### src/rtl/mem_arbiter.sv
// Round-robin arbiter sharing one single-port memory between two requesters.
// One access in flight at a time; reads complete after a fixed READ_LATENCY.
module mem_arbiter #(
    parameter int unsigned ADDR_WIDTH   = 6,
    parameter int unsigned DATA_WIDTH   = 16,
    parameter int unsigned READ_LATENCY = 1
) (
    input  logic                  clk,
    input  logic                  rst_n,
    input  logic                  r0_req,
    input  logic                  r0_we,
    input  logic [ADDR_WIDTH-1:0] r0_addr,
    input  logic [DATA_WIDTH-1:0] r0_wdata,
    output logic                  r0_gnt,
    output logic                  r0_rvalid,
    output logic [DATA_WIDTH-1:0] r0_rdata,
    input  logic                  r1_req,
    input  logic                  r1_we,
    input  logic [ADDR_WIDTH-1:0] r1_addr,
    input  logic [DATA_WIDTH-1:0] r1_wdata,
    output logic                  r1_gnt,
    output logic                  r1_rvalid,
    output logic [DATA_WIDTH-1:0] r1_rdata,
    output logic                  mem_we,
    output logic [ADDR_WIDTH-1:0] mem_addr,
    output logic [DATA_WIDTH-1:0] mem_data,
    input  logic [DATA_WIDTH-1:0] mem_q,
    output logic                  busy
);

    localparam int unsigned CNT_W = 3;

    typedef enum logic [1:0] {
        IDLE  = 2'd0,
        ISSUE = 2'd1,
        WAIT  = 2'd2
    } state_t;

    state_t                state, state_n;
    logic                  last_gnt, last_gnt_n;
    logic                  sel, sel_n;
    logic                  cur_we, cur_we_n;
    logic [CNT_W-1:0]      cnt, cnt_n;
    logic                  win;

    logic                  r0_gnt_n, r0_rvalid_n, r1_gnt_n, r1_rvalid_n;
    logic [DATA_WIDTH-1:0] r0_rdata_n, r1_rdata_n;
    logic                  mem_we_n, busy_n;
    logic [ADDR_WIDTH-1:0] mem_addr_n;
    logic [DATA_WIDTH-1:0] mem_data_n;

    // Both requesting: the port that did not win last time goes first.
    assign win = (r0_req && r1_req) ? ~last_gnt : r1_req;

    // Next-state and next-output logic; every output is registered below.
    always_comb begin
        state_n     = state;
        last_gnt_n  = last_gnt;
        sel_n       = sel;
        cur_we_n    = cur_we;
        cnt_n       = cnt;
        r0_gnt_n    = 1'b0;
        r1_gnt_n    = 1'b0;
        r0_rvalid_n = 1'b0;
        r1_rvalid_n = 1'b0;
        r0_rdata_n  = r0_rdata;
        r1_rdata_n  = r1_rdata;
        mem_we_n    = 1'b0;
        mem_addr_n  = mem_addr;
        mem_data_n  = mem_data;

        unique case (state)
            IDLE: begin
                if (r0_req || r1_req) begin
                    sel_n      = win;
                    last_gnt_n = win;
                    cur_we_n   = win ? r1_we : r0_we;
                    mem_we_n   = win ? r1_we : r0_we;
                    mem_addr_n = win ? r1_addr : r0_addr;
                    mem_data_n = win ? r1_wdata : r0_wdata;
                    r0_gnt_n   = ~win;
                    r1_gnt_n   = win;
                    state_n    = ISSUE;
                end
            end
            ISSUE: begin
                if (cur_we) begin
                    state_n = IDLE;
                end else begin
                    cnt_n   = CNT_W'(READ_LATENCY - 1);
                    state_n = WAIT;
                end
            end
            WAIT: begin
                if (cnt == '0) begin
                    if (sel) begin
                        r1_rdata_n  = mem_q;
                        r1_rvalid_n = 1'b1;
                    end else begin
                        r0_rdata_n  = mem_q;
                        r0_rvalid_n = 1'b1;
                    end
                    state_n = IDLE;
                end else begin
                    cnt_n = cnt - CNT_W'(1);
                end
            end
            default: state_n = IDLE;
        endcase

        busy_n = (state_n != IDLE);
    end

    always_ff @(posedge clk or negedge rst_n) begin
        if (!rst_n) begin
            state     <= IDLE;
            last_gnt  <= 1'b1;
            sel       <= 1'b0;
            cur_we    <= 1'b0;
            cnt       <= '0;
            r0_gnt    <= 1'b0;
            r1_gnt    <= 1'b0;
            r0_rvalid <= 1'b0;
            r1_rvalid <= 1'b0;
            r0_rdata  <= '0;
            r1_rdata  <= '0;
            mem_we    <= 1'b0;
            mem_addr  <= '0;
            mem_data  <= '0;
            busy      <= 1'b0;
        end else begin
            state     <= state_n;
            last_gnt  <= last_gnt_n;
            sel       <= sel_n;
            cur_we    <= cur_we_n;
            cnt       <= cnt_n;
            r0_gnt    <= r0_gnt_n;
            r1_gnt    <= r1_gnt_n;
            r0_rvalid <= r0_rvalid_n;
            r1_rvalid <= r1_rvalid_n;
            r0_rdata  <= r0_rdata_n;
            r1_rdata  <= r1_rdata_n;
            mem_we    <= mem_we_n;
            mem_addr  <= mem_addr_n;
            mem_data  <= mem_data_n;
            busy      <= busy_n;
        end
    end

endmodule
### config.mk
export PLATFORM = sky130hd
export DESIGN_NAME = mem_arbiter
export DESIGN_NICKNAME = d
export VERILOG_FILES = /design/src/rtl/mem_arbiter.sv
export SDC_FILE = /design/constraint.sdc
export NUM_CORES = 1
export LEC_CHECK = 0
export BUFFER_PORTS_ARGS = -buffer_cell sky130_fd_sc_hd__buf_2
export CORE_MARGIN = 2
export CORE_UTILIZATION = 40
export DETAILED_ROUTE_END_ITERATION = 8
export HOLD_SLACK_MARGIN = 0.05
export MAX_ROUTING_LAYER = met4
export PLACE_DENSITY = 0.7
export SLEW_MARGIN = 20
export SYNTH_ARGS = -nofsm -noshare
export SYNTH_HDL_FRONTEND = slang
export SYNTH_SLANG_ARGS = --single-unit
### constraint.sdc
create_clock -name clk -period 3.93 [get_ports clk]
set_clock_uncertainty 0.1 [all_clocks]
set_input_delay 0 -clock clk [delete_from_list [all_inputs] [get_ports clk]]
set_output_delay 0 -clock clk [all_outputs]
set_load 0.1 [all_outputs]
## Yosys cells after proc, flatten, opt, wreduce, memory -nomap -nowiden

Cells that the tools add are included.

- Bitwise operators: 3
- Equal/unequal tests: 4
- Multiplexer cells: 23
- Add/sub/neg operators: 1
- Reduce and logical (&&, ||, !) cells: 10

Operator list:

| operator | number |
|---|---|
| $mux W16 | 1 |
| $mux W1 | 14 |
| $reduce_and A3 Y1 | 3 |
| $mux W2 | 3 |
| $mux W3 | 2 |
| $mux W6 | 1 |
| $pmux W2 S3 | 1 |
| $pmux W3 S2 | 1 |
| $ne A2 B2 Y1 const B | 2 |
| $reduce_bool A2 Y1 | 2 |
| $logic_not A3 Y1 | 1 |
| $not A1 Y1 | 3 |
| $sub A3 B1 Y3 const B | 1 |
| $eq A2 B1 Y1 const B | 1 |
| $eq A2 B2 Y1 const B | 1 |
| $logic_not A2 Y1 | 1 |
| $reduce_and A2 Y1 | 1 |
| $logic_and A1 B1 Y1 | 1 |
| $logic_or A1 B1 Y1 | 1 |

- Logic and storage cells: 56
- Bits in registers: 68

## Depth between registers and ports, before layout

Gate-level depths: netlist of the first run.

- Depth in word-level cells: 5
- Mapped depth: 6
- Mapped depth without buffers: 5

## Worst setup path after synthesis of the first run

No wires, ideal clock.

- Path kind: reg-to-reg
- Start: register cnt[0]
- End: register r0_rdata[10]
- Clock period less this slack: 1,622 ps
- Stages on the path, launching flop included: 7
- Buffers on the path: 2
- Setup slack: 2,308 ps
- Arrival: 1,397 ps
- Library setup time: 125 ps
- Path through: dfrtp_1 -> inv_1 -> ha_1 -> and3b_1 -> buf_4 -> buf_8 -> mux2_2

- Longest elaborated chain between the ends: 2

Ends and longest elaborated chain:

| what | line | source |
|---|---|---|
| start, declared | 43 | `logic [CNT_W-1:0] cnt, cnt_n;` |
| start signal, assigned | 136 | `cnt <= cnt_n;` |
| $logic_not A3 Y1 | 95 | `if (cnt == '0) begin` |
| $reduce_and A3 Y1 (no source line) | -- |  |
| end signal, assigned | 141 | `r0_rdata <= r0_rdata_n;` |
| end, declared | 16 | `output logic [DATA_WIDTH-1:0] r0_rdata,` |

Every way passes these cells.
A chain may end at the register's enable or synchronous reset.

## Worst setup path in the final report of the first run

- Start: register state[1]
- End: register mem_data[13]

- Longest elaborated chain between the ends: 2

Ends and longest elaborated chain:

| what | line | source |
|---|---|---|
| start, declared | 39 | `state_t state, state_n;` |
| start signal, assigned | 132 | `state <= state_n;` |
| $logic_not A2 Y1 | 72 | `unique case (state)` |
| $reduce_and A2 Y1 (no source line) | -- |  |
| end signal, assigned | 145 | `mem_data <= mem_data_n;` |
| end, declared | 26 | `output logic [DATA_WIDTH-1:0] mem_data,` |

Every way passes these cells.

==> reports/qor.yml, run 1 <==
outcome:
  status: "finished, final reports clean"
final_layout:
  drive_above_1_share_pct: 43.4
  nets: 481
  diodes: 0
  fin_cells: 513
  fill_cells: 534
  synthToLayoutAreaGrowth_pct: 53.8
  layout_common_cells: "buf_2 (125), dfrtp_1 (67), dlygate4sd3_1 (63), nand2_1 (35), mux2_2 (26)"
  final_common_cell: "buf_2"
  design_area_mm2: 0.00432
floorplanning:
  die_h_um: 87.7
  num_io_pins: 126
  die-area_mm2: 0.00770
  start_util_pct: 41.3
  rows: 30
  die_w_um: 87.7
  core_area_mm2: 0.00679
placed_design:
  io_buffers: 125
  dp_hpwl_um: 4580
  postPlaceCellArea_mm2: 0.00347
  globalplace.congestion: 0.787
  dp_cells: 435
synth:
  synth-simple-area-share_pct: 9.59
  synth.avg_cell_area_um2: 12.5
  synth_nets: 293
  yosysSeqAreaShare_pct: 60.7
  synth-compound-area-share_pct: 11.2
  netlist_instances: 225
  syn_area_mm2: 0.00281
  synth-xor-area-share_pct: 0
  synth_edf_count: 0
  synth_top_family_by_area: "multiplexers"
  yosys_warnings: 0
  synth_mux_area_share_pct: 13.6
  yosysUniqueCellTypes: 37
  synth_fa_ha_area_share_pct: 0.892
  synth_seq_cells: 68
  async_flop_share_pct: 100
  synth_ff_type: "dfrtp_1"
global_route:
  antenna_found_initial: 0
  grt_use_total_pct: 21.6
  grt_pass1_wl_um: 12400
  grt_pass1_vias: 2708
  grt_max_degree: 36
  overflow: 0
route:
  drc: 0
  drtPass1Iterations: 4
  wl_per_cell_um: 15.0
  dr_total_vias: 2563
  ant_nets: 0
  drt_wl_total_um: 7680
  vias_per_cell: 5.00
  drt_iter0_markers: 57
cts:
  clk_latency_ps: 340
  clockBufferDepth: 2
  cts_made_buffers: 9
  cts.sinks: 68
  cts_root_buf: "clkbuf_8"
  cts-htree-levels: 3
  clkTransAtPathRegs_ps: 80
  cts_tree: "built"
  post-cts-setup-buffer-count: 0
critical_path:
  cp_max_fo: 25
  cp.required_ps: 4060
  path_class: "reg2reg"
  endpoint_kind: "flop"
  crit_arrival_ps: 2430
  startpoint_type: "flop"
sta:
  holdWs_ps: 199
  finalCriticalPeriod_ps: 2300
  period_share_pct: 58.6
  slew_headroom_pct: 33.9
  hold_viol_final: 0
  clock.fmax_ghz: 0.434
  worst_pin_slew_ps: 986
  rsz0062_at_grt: "no"
  setup-tns-final_ps: 0
  setup_viol_count_final: 0
  drv_slew: 0
hold_path:
  hp-class: "in2async"
run:
  cap_violations: 0
==> routing by layer <==
metal | wire length, um | share of wire, % | global-route usage, % | vias to the layer above
met3 | 585 | 7.6 | 4.52 | 21
li1 | - | - | - | 1173
met5 | 0 | 0 | - | -
met1 | 3050 | 40 | 24.6 | 1248
met2 | 3850 | 50 | 36.3 | 121
met4 | 192 | 2.5 | 10.3 | 0
==> Yosys cell counts (2+ instances only) <==
| library cell | n | area [um^2] |
|---|---|---|
| buf_2 | 4 | 20.0 |
| inv_1 | 3 | 11.3 |
| a31oi_1 | 17 | 106 |
| and3_1 | 6 | 37.5 |
| buf_6 | 3 | 33.8 |
| mux2_1 | 3 | 33.8 |
| a221o_1 | 5 | 50.1 |
| nor2_1 | 2 | 7.51 |
| dfrtp_1 | 67 | 1680 |
| clkbuf_1 | 2 | 7.51 |
| mux2_4 | 3 | 45.0 |
| a21o_1 | 2 | 15.0 |
| buf_4 | 3 | 22.5 |
| a21oi_1 | 19 | 95.1 |
| mux2_2 | 26 | 293 |
| nand2_1 | 35 | 131 |
| a21bo_2 | 2 | 20.0 |
| nand3_1 | 3 | 15.0 |
| ha_1 | 2 | 25.0 |
==> worst paths after layout <==
check	startpoint	endpoint	slack (ps)	cells past startpoint
setup reg to reg	state[1]	mem_data[13]	1630	6
hold / removal	rst_n	cnt[2]	200	2
max in group asynchronous	rst_n	r1_rdata[8]	2610	3
hold reg to reg	r0_rdata[6]	r0_rdata[6]	400	1
min in group clk	r0_req	r1_gnt	250	3
setup / recovery	state[1]	mem_data[13]	1630	6
==> cell type report <==
cell class              count  area [um^2]  share of cell area (%)
flip-flops and latches     68         1700                    39.5
repair buffers            190         1270                    29.5
multi-input cells         140          992                    23.0
clock buffers               9          124                    2.87
well taps                  96          120                    2.78
clock inverters             6         90.1                    2.09
inverters                   4         15.0                   0.348
==> timing repair <==
action | in CTS | in global routing
endpoints found under the hold margin | 89 | 0
hold buffers | 63 | 0
resized for setup | 0 | 0
==> kinds of logic (layout without fill, tap and decap cells) <==
logic type | count (synthesis) | in the layout
AO/OA/AOI/OAI | 49 | 49
adder cells (fa/ha/maj) | 2 | 2
buffers and inverters | 17 | 209
flip-flops | 68 | 68
multiplexers | 33 | 33
AND/OR/NAND/NOR | 56 | 56
==> sequential cells by signal (all words and copies together) (netlist names) <==
name / count
mem_addr: 6
mem_data: 16
r0_rvalid: 1
sel: 1
state: 2
mem_we: 1
last_gnt: 1
r0_gnt: 1
r0_rdata: 16
r1_gnt: 1
cur_we: 1
cnt: 3
r1_rdata: 16
r1_rvalid: 1
busy: 1
==> through the flow <==
step                      util [%]  setup slack (ps)
after global routing          63.5              1460
after floorplan                  -              2310
after global placement        51.1              1960
final                         63.5              1630
after CTS                     63.5              1630
after detailed placement      51.1              1910
==> critical path, stage by stage (launching register included) <==
cell and delay, ps:
dfrtp_1 420, nor2_1 110, buf_4 280, nand2_2 220
inv_2 330, a31oi_1 140, dlygate4sd3_1 590
Power of run 1 is left out: the tool's default activity adds up to more than one toggle a clock period on the data nets, which glitch-free logic cannot reach.
==> run 2: changes to the inputs <==
Settings changed: ABC_AREA set to 1, PLACE_DENSITY 0.7 to 0.68.
Clock period 3.93 ns to 2.4 ns, I/O delays scaled along.
==> reports/qor.yml, run 2 <==
floorplanning:
  core_area_mm2: 0.00765  # +13%
  die_h_um: 92.5  # +5.4%
  num_io_pins: 126  # unchanged
  rows: 32  # +6.7%
  die-area_mm2: 0.00855  # +11%
  die_w_um: 92.5  # +5.4%
  start_util_pct: 40.9  # -0.37 points
sta:
  period_share_pct: 91.5  # +33 points
  hold_viol_final: 0  # unchanged
  setup_viol_count_final: 0  # unchanged
  finalCriticalPeriod_ps: 2190  # -109 ps
  worst_pin_slew_ps: 700  # -287 ps
  rsz0062_at_grt: "no"
  drv_slew: 0  # unchanged
  clock.fmax_ghz: 0.456  # +5.0%
  slew_headroom_pct: 53.2  # +19 points
  timing.final.ws_setup_ps: 205  # -1420 ps
  setup-tns-final_ps: 0  # unchanged
final_layout:
  fin_util_pct: 61.3  # -2.3 points
  layout_common_cells: "nand2_1 (173), buf_2 (125), dfrtp_1 (67), dlygate4sd3_1 (66), nand3_1 (43)"
  nets: 625  # +30%
  fin_cells: 664  # +29%
  diodes: 0  # unchanged
  reg_top3: "mem_data: 16 flops, r0_rdata: 16 flops, r1_rdata: 16 flops"
  synthToLayoutAreaGrowth_pct: 49.7
  final_common_cell: "nand2_1"
  drive_above_1_share_pct: 28.8  # -15 points
synth:
  yosysSeqAreaShare_pct: 54.4  # -6.3 points
  synth_top_area_share_pct: 53.6  # -6.2 points
  synth_nets: 437  # +49%
  yosys_warnings: 0  # unchanged
  netlist_instances: 369  # +64%
  yosysUniqueCellTypes: 19  # -49%
  synth_edf_count: 0  # unchanged
  synth_common_cells: "nand2_1 (173), dfrtp_1 (67), nand3_1 (43)"
  async_flop_share_pct: 100  # unchanged
  synth_seq_cells: 68  # unchanged
  synth.avg_cell_area_um2: 8.48  # -32%
  synth.most_common_cell: "nand2_1"
  synthTopCellsByArea: "dfrtp_1 (54%), nand2_1 (21%), nand3_1 (6.9%), nand3b_1 (4.6%), inv_1 (3.1%)"
  syn_area_mm2: 0.00313  # +12%
  synth_ff_type: "dfrtp_1"
  yosysTopAreaCell: "dfrtp_1"
global_route:
  overflow: 0  # unchanged
  antenna_found_initial: 0  # unchanged
  grt_max_degree: 32  # -11%
  grt_pass1_vias: 3112  # +15%
  grt_use_total_pct: 21.0  # -0.60 points
  grt_pass1_wl_um: 13900  # +12%
critical_path:
  path_class: "reg2reg"
  startpoint_type: "flop"
  cp_max_fo: 25  # unchanged
  cp.required_ps: 2530  # -1530 ps
  endpoint_kind: "flop"
  crit_arrival_ps: 2330  # -100 ps
placed_design:
  dp_cells: 582  # +34%
  io_buffers: 125  # unchanged
  place_worst_setup_slack_ps: 614  # -1300 ps
  globalplace.congestion: 0.776  # -1.4%
  dp_hpwl_um: 5280  # +15%
route:
  drtPass1Iterations: 4  # unchanged
  ant_nets: 0  # unchanged
  drc: 0  # unchanged
  drt_iter0_markers: 67  # +18%
  wl_per_cell_um: 12.6  # -16%
  vias_per_cell: 4.67  # -6.5%
  drt_wl_total_um: 8370  # +9.0%
  dr_total_vias: 3102  # +21%
cts:
  clockBufferDepth: 2  # unchanged
  post-cts-setup-buffer-count: 0  # unchanged
  cts_made_buffers: 9  # unchanged
  clk_latency_ps: 330  # about the same
  clkTransAtPathRegs_ps: 70  # about the same
  cts.sinks: 68  # unchanged
  cts_tree: "built"
  cts_root_buf: "clkbuf_8"
  cts-htree-levels: 3  # unchanged
hold_path:
  hp-class: "in2async"
outcome:
  status: "finished, final reports clean"
run:
  cap_violations: 0  # unchanged
run 2: cell types whose count changed after synthesis, moves of 18 or more:
cell      before  now
nand3b_1       1   19
a21oi_1       19    0
nand2_1       35  173
nand3_1        3   43
inv_1          3   26
mux2_2        26    0
run 2: what timing repair did:
item / in CTS / in global routing
resized for setup: 0 / 1
endpoints found under the setup margin: 0 / 24
endpoints found under the hold margin: 125 / 0
hold buffers: 66 / 0
run 2: cell type report:
type | count | area, um^2
clock buffer | 12 | 155
clock inverter | 4 | 95.1
fill | 643 | 2960
inverter | 30 | 115
multi-input combinational | 255 | 1190
sequential | 68 | 1700
tap | 102 | 128
timing repair buffer | 193 | 1300
run 2: through the flow:
stage                     hold slack, ps  instance area, um^2
final                                171                 4680
after global routing                 193                 4680
after CTS                            176                 4680
after detailed placement            -152                 3770
after global placement              -156                 3770
after floorplan                     -396                 3130
run 2: final timing paths:
path	slack (ps)	endpoint	startpoint	cells past startpoint
setup / recovery	210	mem_data[13]	last_gnt	6
max in group asynchronous	980	mem_data[8]	rst_n	3
hold / removal	170	state[0]	rst_n	3
setup reg to reg	210	mem_data[13]	last_gnt	6
hold reg to reg	370	r1_rdata[4]	r1_rdata[4]	2
min in group clk	320	r1_rdata[11]	mem_q[11]	4
run 2: worst max-delay path: stages, from the launching register on:
cell           delay [ps]
dfstp_2               540
nand2_2               300
nand2_4               350
nand2_1               110
nand3_1                90
dlygate4sd3_1         550
nand2_1                50
run 2: cell families (layout without fill, tap and decap cells):
group | count (synthesis) | count (layout) | share of synthesized area (%)
AO/OA/AOI/OAI | 1 | 1 | 0.280
AND/OR/NAND/NOR | 252 | 252 | 36.7
flip-flops | 68 | 68 | 54.4
adder cells (fa/ha/maj) | 2 | 2 | 0.800
buffers and inverters | 46 | 239 | 7.80
run 2: per-layer routing:
layer,part of all wire [%],GRT usage (%)
met1,44,25.4
met2,47,34.6
met3,7.7,4.56
met4,0.99,7.96
met5,0,-
Power of run 2 is left out for the same reason.
==> run 3: changes to the inputs <==
Settings changed: CORE_ASPECT_RATIO set to 0.8.
==> reports/qor.yml, run 3 (synthesis gave the netlist of run 2 again) <==
outcome:
  status: "finished, final reports clean"
route:
  drt_iter0_markers: 98  # +46%
  ant_nets: 0  # unchanged
  drt_wl_total_um: 8430  # +0.65%
  drc: 0  # unchanged
  vias_per_cell: 4.61  # -1.3%
  wl_per_cell_um: 12.7  # +0.34%
  drtPass1Iterations: 4  # unchanged
  dr_total_vias: 3070  # -1.0%
sta:
  clock.fmax_ghz: 0.436  # -4.3%
  slew_headroom_pct: 66.9  # +14 points
  finalCriticalPeriod_ps: 2290  # +98.0 ps
  period_share_pct: 95.5  # +4.1 points
  setup-tns-final_ps: 0  # unchanged
  timing.final.ws_setup_ps: 107  # -98.0 ps
  rsz0062_at_grt: "no"
  worst_pin_slew_ps: 495  # -204 ps
  drv_slew: 0  # unchanged
  setup_viol_count_final: 0  # unchanged
  hold_viol_final: 0  # unchanged
cts:
  cts.sinks: 68  # unchanged
  clockBufferDepth: 2  # unchanged
  cts_root_buf: "clkbuf_8"
  clk_latency_ps: 340  # about the same
  post-cts-setup-buffer-count: 0  # unchanged
  cts-htree-levels: 3  # unchanged
  cts_tree: "built"
  cts_made_buffers: 9  # unchanged
  clkTransAtPathRegs_ps: 80  # about the same
final_layout:
  fill_cells: 644  # +0.16%
  drive_above_1_share_pct: 28.7  # -0.13 points
  seq_area_mm2: 0.00170  # unchanged
  fin_cells: 666  # +0.30%
  final_common_cell: "nand2_1"
  diodes: 0  # unchanged
  layout_common_cells: "nand2_1 (173), buf_2 (125), dfrtp_1 (67), dlygate4sd3_1 (65), nand3_1 (43)"
  reg_top3: "mem_data: 16 flops, r0_rdata: 16 flops, r1_rdata: 16 flops"
  synthToLayoutAreaGrowth_pct: 47.8
  multiInputGateArea_mm2: 0.00119  # unchanged
  nets: 624  # -0.16%
critical_path:
  startpoint_type: "input pin"
  endpoint_kind: "flop"
  crit_arrival_ps: 2480  # +150 ps
  cp.required_ps: 2590  # +60 ps
  r2r_slack_ps: 190  # -20 ps
  critPathLaunch: "r0_req"
  path_class: "in2reg"
  r2r_start: "last_gnt"
  r2r_end: "mem_data[5]"
  cp_max_fo: 25  # unchanged
  r2r_cells: 6  # unchanged
placed_design:
  dp_cells: 585  # +0.52%
  io_buffers: 125  # unchanged
  globalplace.congestion: 0.798  # +2.8%
  place_worst_setup_slack_ps: 617  # +3.36 ps
  dp_hpwl_um: 5260  # -0.46%
hold_path:
  hp-start: "r1_req"
  min_to: "r1_gnt"
  hp-class: "in2reg"
  hold_depth: 3
global_route:
  use_met1_pct: 25.7  # +0.30 points
  top_usage_layer: "met2"
  use_met2_pct: 34.2  # -0.37 points
  grt_use_met3_pct: 6.57  # +2.0 points
  grt_pass1_wl_um: 14000  # +0.45%
  grt_max_degree: 69  # +120%
  grt_pass1_vias: 3008  # -3.3%
  grt_use_total_pct: 21.4  # +0.35 points
  overflow: 0  # unchanged
  antenna_found_initial: 0  # unchanged
floorplanning:
  rows: 28  # -13%
  die_w_um: 103  # +11%
  start_util_pct: 41.7  # +0.82 points
  num_io_pins: 126  # unchanged
  core_area_mm2: 0.00750  # -2.0%
  die-area_mm2: 0.00855  # about the same
  die_h_um: 83.1  # -10%
run:
  cap_violations: 0  # unchanged
-- run 3: timing repair --
action                                 in CTS  in global routing
endpoints found under the hold margin     125                  0
resized for setup                           0                  1
hold buffers                               65                  0
setup endpoints to repair                   0                 23
-- run 3: layout make-up --
cell class	count	share of cell area (%)
inverters	30	2.49
repair buffers	192	28.2
clock buffers	11	2.84
clock inverters	5	1.14
well taps	105	2.84
flip-flops and latches	68	36.8
multi-input cells	255	25.7
-- run 3: how the worst max path moves through the flow --
stage | end | slack, ps | cells after the start
4_1_cts | mem_data[8] | 80 | 6
3_3_place_gp | r0_rdata[10] | 660 | 7
3_5_place_dp | r0_rdata[0] | 620 | 7
2_1_floorplan | r0_rdata[10] | 950 | 8
5_1_grt | mem_data[6] | 20 | 8
6_report | mem_data[6] | 110 | 8
-- run 3: worst max-delay path, cell delays in order --
cell and delay (ps):
dlygate4sd3_1 520, buf_2 140, nor2_4 30, dlygate4sd3_1 620, nor2_8 360, nand3_1 150, dlygate4sd3_1 590, nand2_1 60
-- run 3: metrics by stage --
stage	utilization, %	hold WS, ps	cell area [um^2]
6_report	61.7	92.4	4620
5_1_grt	61.7	110	4620
4_1_cts	61.6	81.7	4620
3_5_place_dp	50.5	-43.9	3780
3_3_place_gp	50.5	-47.8	3780
2_1_floorplan	-	-396	3130
-- run 3: metal layers --
layer  wire, um  share of wire [%]
met2       3820                 45
met4        145                1.7
met1       3780                 45
met3        677                8.0
met5          0                  0
Power of run 3 is left out for the same reason.
